$ cat src/rtl/fetch_pkg.sv
// fetch_pkg
// Shared definitions for the instruction-fetch stage: the fetch FSM state
// encoding, the reset PC, the NOP instruction shown on an empty IF/ID slot,
// the PC width, and a helper that converts a byte PC into a word address.
package fetch_pkg;

  localparam int PC_W = 32;

  // PC loaded on reset; must be word aligned.
  localparam logic [PC_W-1:0] RESET_PC = 32'h0000_0000;

  // addi x0,x0,0 -- shown on id_ins whenever the IF/ID slot is empty.
  localparam logic [31:0] NOP_INS = 32'h0000_0013;

  typedef enum logic [1:0] {
    BOOT = 2'd0,
    RUN  = 2'd1,
    HALT = 2'd2
  } fetch_state_t;

  // The instruction cache is word addressed, so the byte offset bits are dropped.
  function automatic logic [PC_W-1:0] word_addr(input logic [PC_W-1:0] byte_pc);
    return {2'b00, byte_pc[PC_W-1:2]};
  endfunction

endpackage

$ cat src/rtl/fetch_if.sv
// fetch_if
// Bundles the fetch stage's bus signals: the instruction-cache read port,
// the IF/ID valid/ready handshake toward decode, and the redirect/halt
// controls coming back from later stages.
//   master : the fetch unit (drives i_addr, id_*, halted, misalign)
//   slave  : the environment (cache + decode + control)
interface fetch_if;
  import fetch_pkg::*;

  logic [PC_W-1:0] i_addr;
  logic [31:0]     ins;
  logic            id_valid;
  logic            id_ready;
  logic [31:0]     id_ins;
  logic [PC_W-1:0] id_pc;
  logic            redirect_valid;
  logic [PC_W-1:0] redirect_pc;
  logic            halt_req;
  logic            halted;
  logic            misalign;

  modport master (
    output i_addr, id_valid, id_ins, id_pc, halted, misalign,
    input  ins, id_ready, redirect_valid, redirect_pc, halt_req
  );

  modport slave (
    input  i_addr, id_valid, id_ins, id_pc, halted, misalign,
    output ins, id_ready, redirect_valid, redirect_pc, halt_req
  );

endinterface

$ cat src/rtl/fetch_pc_gen.sv
// fetch_pc_gen
// Program counter register and its next-PC selection.
// Ports:
//   clk, rst  : clock and synchronous active-high reset (pc <= RESET_PC)
//   load      : take load_pc as the new pc (redirect)
//   load_pc   : byte target; the two offset bits are dropped so pc stays aligned
//   advance   : step pc by one word (wraps modulo 2^32)
//   pc        : current byte PC
module fetch_pc_gen
  import fetch_pkg::*;
(
  input  logic            clk,
  input  logic            rst,
  input  logic            load,
  input  logic [PC_W-1:0] load_pc,
  input  logic            advance,
  output logic [PC_W-1:0] pc
);

  // Offset bits of a redirect target never reach the cache, so they are
  // deliberately discarded here.
  logic unused_load_bits;
  assign unused_load_bits = ^load_pc[1:0];

  // Redirect wins over sequential advance; otherwise the pc holds (stall/halt).
  always_ff @(posedge clk) begin
    if (rst) begin
      pc <= RESET_PC;
    end else if (load) begin
      pc <= {load_pc[PC_W-1:2], 2'b00};
    end else if (advance) begin
      pc <= pc + PC_W'(4);
    end
  end

endmodule

$ cat src/rtl/fetch_unit.sv
// fetch_unit
// Instruction-fetch stage. Holds the PC (in fetch_pc_gen), presents its word
// address to the instruction cache, captures the returned word with its PC
// into the IF/ID register and hands it to decode over valid/ready.
// Supports stall, redirect with flush, and halt.
// Ports:
//   clk, rst : clock and synchronous active-high reset
//   bus      : fetch_if.master (i_addr/ins, id_valid/id_ready/id_ins/id_pc,
//              redirect_valid/redirect_pc, halt_req, halted, misalign)
// Configuration:
//   FETCH_MISALIGN_EN : when defined, a redirect to a non-word-aligned target
//                       sets the sticky misalign flag and halts fetch instead
//                       of fetching it. When undefined, misalign is 0 and the
//                       offset bits are silently dropped.
module fetch_unit
  import fetch_pkg::*;
(
  input  logic     clk,
  input  logic     rst,
  fetch_if.master  bus
);

  fetch_state_t    state, state_next;
  logic            id_valid_q, valid_next;
  logic [31:0]     id_ins_q;
  logic [PC_W-1:0] id_pc_q;
  logic            halted_q;
  logic [PC_W-1:0] pc;
  logic            pc_load, pc_adv, capture;
  logic            misalign_set;
  logic            bad_target;

`ifdef FETCH_MISALIGN_EN
  assign bad_target = (bus.redirect_pc[1:0] != 2'b00);
`else
  assign bad_target = 1'b0;
`endif

  fetch_pc_gen u_pc_gen (
    .clk     (clk),
    .rst     (rst),
    .load    (pc_load),
    .load_pc (bus.redirect_pc),
    .advance (pc_adv),
    .pc      (pc)
  );

  // Next-state and datapath control. Within RUN the priority is
  // redirect > halt > capture > stall.
  always_comb begin
    state_next   = state;
    valid_next   = id_valid_q;
    capture      = 1'b0;
    pc_load      = 1'b0;
    pc_adv       = 1'b0;
    misalign_set = 1'b0;
    case (state)
      BOOT: begin
        // One idle cycle after reset so instruction memory can settle.
        state_next = RUN;
      end
      RUN: begin
        if (bus.redirect_valid) begin
          valid_next = 1'b0;
          if (bad_target) begin
            misalign_set = 1'b1;
            state_next   = HALT;
          end else begin
            pc_load = 1'b1;
          end
        end else if (bus.halt_req) begin
          state_next = HALT;
          if (bus.id_ready) valid_next = 1'b0;
        end else if (!id_valid_q || bus.id_ready) begin
          capture    = 1'b1;
          valid_next = 1'b1;
          pc_adv     = 1'b1;
        end
      end
      HALT: begin
        if (bus.redirect_valid) begin
          valid_next = 1'b0;
          if (bad_target) begin
            misalign_set = 1'b1;
          end else begin
            pc_load    = 1'b1;
            state_next = RUN;
          end
        end else if (bus.id_ready) begin
          // The last captured instruction drains once, then the slot stays empty.
          valid_next = 1'b0;
        end
      end
      default: state_next = BOOT;
    endcase
  end

  // FSM state and the IF/ID register. halted mirrors the registered state.
  always_ff @(posedge clk) begin
    if (rst) begin
      state      <= BOOT;
      id_valid_q <= 1'b0;
      id_ins_q   <= NOP_INS;
      id_pc_q    <= RESET_PC;
      halted_q   <= 1'b0;
    end else begin
      state      <= state_next;
      id_valid_q <= valid_next;
      halted_q   <= (state_next == HALT);
      if (capture) begin
        id_ins_q <= bus.ins;
        id_pc_q  <= pc;
      end
    end
  end

`ifdef FETCH_MISALIGN_EN
  logic misalign_q;

  // Sticky until reset.
  always_ff @(posedge clk) begin
    if (rst) begin
      misalign_q <= 1'b0;
    end else if (misalign_set) begin
      misalign_q <= 1'b1;
    end
  end

  assign bus.misalign = misalign_q;
`else
  logic unused_misalign_set;
  assign unused_misalign_set = misalign_set;
  assign bus.misalign        = 1'b0;
`endif

  assign bus.i_addr   = word_addr(pc);
  assign bus.id_valid = id_valid_q;
  assign bus.id_ins   = id_valid_q ? id_ins_q : NOP_INS;
  assign bus.id_pc    = id_pc_q;
  assign bus.halted   = halted_q;

endmodule

$ cat src/flat_wrapper.sv
// flat-port wrapper written by rule: the top's interface ports become plain ports
module fetch_unit_flat import fetch_pkg::*;
  (clk, rst, bus_i_addr, bus_id_valid, bus_id_ins, bus_id_pc, bus_halted, bus_misalign, bus_ins, bus_id_ready, bus_redirect_valid, bus_redirect_pc, bus_halt_req);
  fetch_if bus_i ();
  input  logic clk;
  input  logic rst;
  output wire logic [$bits(bus_i.i_addr)-1:0] bus_i_addr;
  output wire logic [$bits(bus_i.id_valid)-1:0] bus_id_valid;
  output wire logic [$bits(bus_i.id_ins)-1:0] bus_id_ins;
  output wire logic [$bits(bus_i.id_pc)-1:0] bus_id_pc;
  output wire logic [$bits(bus_i.halted)-1:0] bus_halted;
  output wire logic [$bits(bus_i.misalign)-1:0] bus_misalign;
  input wire logic [$bits(bus_i.ins)-1:0] bus_ins;
  input wire logic [$bits(bus_i.id_ready)-1:0] bus_id_ready;
  input wire logic [$bits(bus_i.redirect_valid)-1:0] bus_redirect_valid;
  input wire logic [$bits(bus_i.redirect_pc)-1:0] bus_redirect_pc;
  input wire logic [$bits(bus_i.halt_req)-1:0] bus_halt_req;
  assign bus_i_addr = bus_i.i_addr;
  assign bus_id_valid = bus_i.id_valid;
  assign bus_id_ins = bus_i.id_ins;
  assign bus_id_pc = bus_i.id_pc;
  assign bus_halted = bus_i.halted;
  assign bus_misalign = bus_i.misalign;
  assign bus_i.ins = bus_ins;
  assign bus_i.id_ready = bus_id_ready;
  assign bus_i.redirect_valid = bus_redirect_valid;
  assign bus_i.redirect_pc = bus_redirect_pc;
  assign bus_i.halt_req = bus_halt_req;
  fetch_unit u_core (.clk(clk), .rst(rst), .bus(bus_i));
endmodule
$ cat config.mk
export PLATFORM = sky130hd
export DESIGN_NAME = fetch_unit_flat
export DESIGN_NICKNAME = d
export VERILOG_FILES = /design/src/rtl/fetch_pkg.sv /design/src/rtl/fetch_if.sv /design/src/rtl/fetch_pc_gen.sv /design/src/rtl/fetch_unit.sv /design/src/flat_wrapper.sv
export SDC_FILE = /design/constraint.sdc
export NUM_CORES = 1
export LEC_CHECK = 0
export CORE_MARGIN = 5
export CORE_UTILIZATION = 45
export CTS_BUF_LIST = sky130_fd_sc_hd__clkbuf_8
export DETAILED_ROUTE_END_ITERATION = 6
export PLACE_DENSITY = 0.93
export SKIP_CTS_REPAIR_TIMING = 1
export SLEW_MARGIN = 0
export SYNTH_ARGS = -nofsm -noshare
export SYNTH_HDL_FRONTEND = slang
export SYNTH_SLANG_ARGS = --single-unit
$ cat constraint.sdc
create_clock -name clk -period 2.5 [get_ports clk]
set_input_delay 0.25 -clock clk [delete_from_list [all_inputs] [get_ports clk]]
set_output_delay 0.25 -clock clk [all_outputs]
set_load 0.05 [all_outputs]
==> qor.csv, run 1 <==
metric,value,unit
outcome,finished clean,
area_growth,43.46,%
io_pins,168,
crit_fanout,33,
grt_pass1_wl,20660,µm
htreeDepth,3,
seq_area,1922,µm²
synthCells,559,
r2r_start,u_core.state[1],
synth-edff-count,0,
skew,0.01027,ns
rsz0062_at_grt,false,
yosysTopAreaCell,dfxtp_1,
rrSetupSlack,0.42,ns
power_density,539.8,nW/µm²
drc_errors,0,
netlist-cell-type-count,46,
cts_tree,yes,
min_period,2.266,ns
cp-end-kind,output pin,
min_path_type,in -> reg,
final_util,66.77,%
synth.most_common_cell,nand2_1,
track_usage,21.87,%
place.gp.congestion,0.8096,
synthFlopType,dfxtp_1,
place_area,6025,µm²
synth_area,4342,µm²
yosys_warnings,0,
dr_total_vias,4511,
grt_overflow,0,
postRouteAntennaNets,0,
avgViaCountPerCell,5.383,
die_h,108.2,µm
clk_pin_slew,0.10,ns
antenna_found_initial,0,
slew_violations,0,
p_total,3.362,mW
async_reset_ff_share,0,%
wirelength,13130,µm
timing.rr.end,u_core.u_pc_gen.pc[14],
die_area,11710,µm²
cts_buffers,9,
start_kind,flop,
initial_core_util,46.55,%
cp.required,2.25,ns
grt_max_degree,78,
syn_avg_cell_area,7.767,µm²
worstMarginPinSlew,0.8184,ns
synth.top_cell.area_share,44.27,%
ir_drop,0.0003455,V
dr.first_iter.drc_count,288,
worstSkewPairLatency,0.36,ns
drtPass1Iterations,4,
n_antenna_cell,0,
crit_type,reg -> out,
min_period_over_period,90.62,%
wire_per_inst,15.67,µm
clock-sinks,96,
rows,35,
yosysSeqAreaShare,44.27,%
arrival,2.02,ns
p_leak,2.155,nW
setup_tns,0,ns
hold_end,u_core.id_ins_q[7],
final_area,6228,µm²
cts_root_buf,clkbuf_8,
layout-drive-gt1-share,6.206,%
synth_area_leaders,"dfxtp_1 44%, nand2_1 13%, a21oi_1 9.7%, and2_1 4.6%, xor2_1 2.6%",
port_buffers,160,
hold_depth,3,
core_area,9328,µm²
fmax,0.4414,GHz
cap_violations,0,
r2r_cells,6,
maxSlewHeadroom,45.44,%
hold_violations,0,
min_from,bus_ins[7],
die_w,108.2,µm
whs,0.4303,ns
layout.nets,778,
setup_viol,0,
nFillCells,767,
synth_seq_cells,96,
multi_input_area,2216,µm²
grt_pass1_vias,4330,
synth_common_cells,"148 x nand2_1, 96 x dfxtp_1, 84 x a21oi_1",
clock_path_buffers,2,
dp_hpwl,9562,µm
-- layer usage --
| layer | vias up | GRT usage [%] | part of all wire, % |
|---|---|---|---|
| met5 | - | 0 | 0 |
| met4 | 0 | 6.492 | 1.9 |
| met3 | 24 | 6.149 | 8.5 |
| met2 | 198 | 36.99 | 48 |
| met1 | 2122 | 27.12 | 41 |
| li1 | 2167 | - | - |
-- cell type report --
| cell class | instances | share of cell area [%] |
|---|---|---|
| Inverter | 7 | 0.4219 |
| Multi-Input combinational cell | 416 | 35.58 |
| Sequential cell | 96 | 30.86 |
| Clock buffer | 10 | 2.210 |
| Tap cell | 129 | 2.591 |
| Timing Repair Buffer | 174 | 27.28 |
| Clock inverter | 6 | 1.065 |
-- logic make-up (layout without fill, tap and decap cells) --
kind of cell	Yosys count	after routing	synth area share [%]
compound gates	130	130	16.37
xor+xnor	17	17	3.429
fa+ha+maj	5	5	1.441
buf+inv	51	197	5.188
flops	96	96	44.27
mux	1	1	0.2593
other cells	1	5	0.08637
simple gates	258	258	28.96
-- power breakdown --
part           total (mW)  switching, mW  internal (mW)
clock network        1.05          0.557          0.496
registers            1.68         0.0834           1.59
logic               0.632          0.380          0.251
total                3.36           1.02           2.34
-- how the worst max path moves through the flow --
stage / from / to / slack (ns) / cells past startpoint
after global placement: bus_redirect_valid / u_core.u_pc_gen.pc[30] / 0.30 / 6
after detailed placement: bus_redirect_valid / u_core.u_pc_gen.pc[30] / 0.23 / 6
after floorplan: u_core.u_pc_gen.pc[2] / u_core.u_pc_gen.pc[20] / 0.24 / 7
final: u_core.bus.id_valid / bus_id_ins[15] / 0.23 / 3
after CTS: u_core.bus.id_valid / bus_id_ins[15] / 0.23 / 3
after global routing: u_core.bus.id_valid / bus_id_ins[25] / 0.16 / 3
-- registers in the layout (all words and copies together) (netlist names) --
register	cells
u_core.bus.id_pc	30
u_core.bus.id_valid	1
u_core.id_ins_q	32
u_core.state	2
u_core.bus.halted	1
u_core.u_pc_gen.pc	30
-- critical path, cell delays in order, from the launching register on --
cell and delay (ns):
dfxtp_1 0.37, buf_4 0.29, and2_1 0.18, clkdlybuf4s50_1 0.82
-- metrics by stage --
step | std cells | worst slack, ns
after floorplan | 563 | 0.2396
after detailed placement | 822 | 0.2284
after global routing | 838 | 0.1553
after CTS | 838 | 0.2274
final | 838 | 0.2344
after global placement | 822 | 0.2987
-- cell usage in the layout, fill, tap and decap left out, types with 3 or more instances in the layout --
cell type	count
clkdlybuf4s50_1	158
nand2_1	148
dfxtp_1	96
a21oi_1	84
and2_1	32
o21ai_0	22
buf_4	15
nand3_1	14
nand4_1	13
xor2_1	13
nor2_1	12
clkbuf_8	10
inv_1	7
nor3_1	7
and3_1	6
a31oi_1	6
nand2b_1	5
ha_1	5
conb_1	5
xnor2_1	4
or3_1	4
o211ai_1	3
(Power assumes the default switching activity.)
==> inputs of run 2 (changes only) <==
--- a/config.mk
+++ b/config.mk
@@ -9,6 +9,7 @@
 export CORE_UTILIZATION = 45
 export CTS_BUF_LIST = sky130_fd_sc_hd__clkbuf_8
 export DETAILED_ROUTE_END_ITERATION = 6
+export HOLD_SLACK_MARGIN = 0.12
 export PLACE_DENSITY = 0.93
 export SKIP_CTS_REPAIR_TIMING = 1
 export SLEW_MARGIN = 0
==> results of run 2 <==
No change in the layout: final DEF, timing and power equal those of run 1.
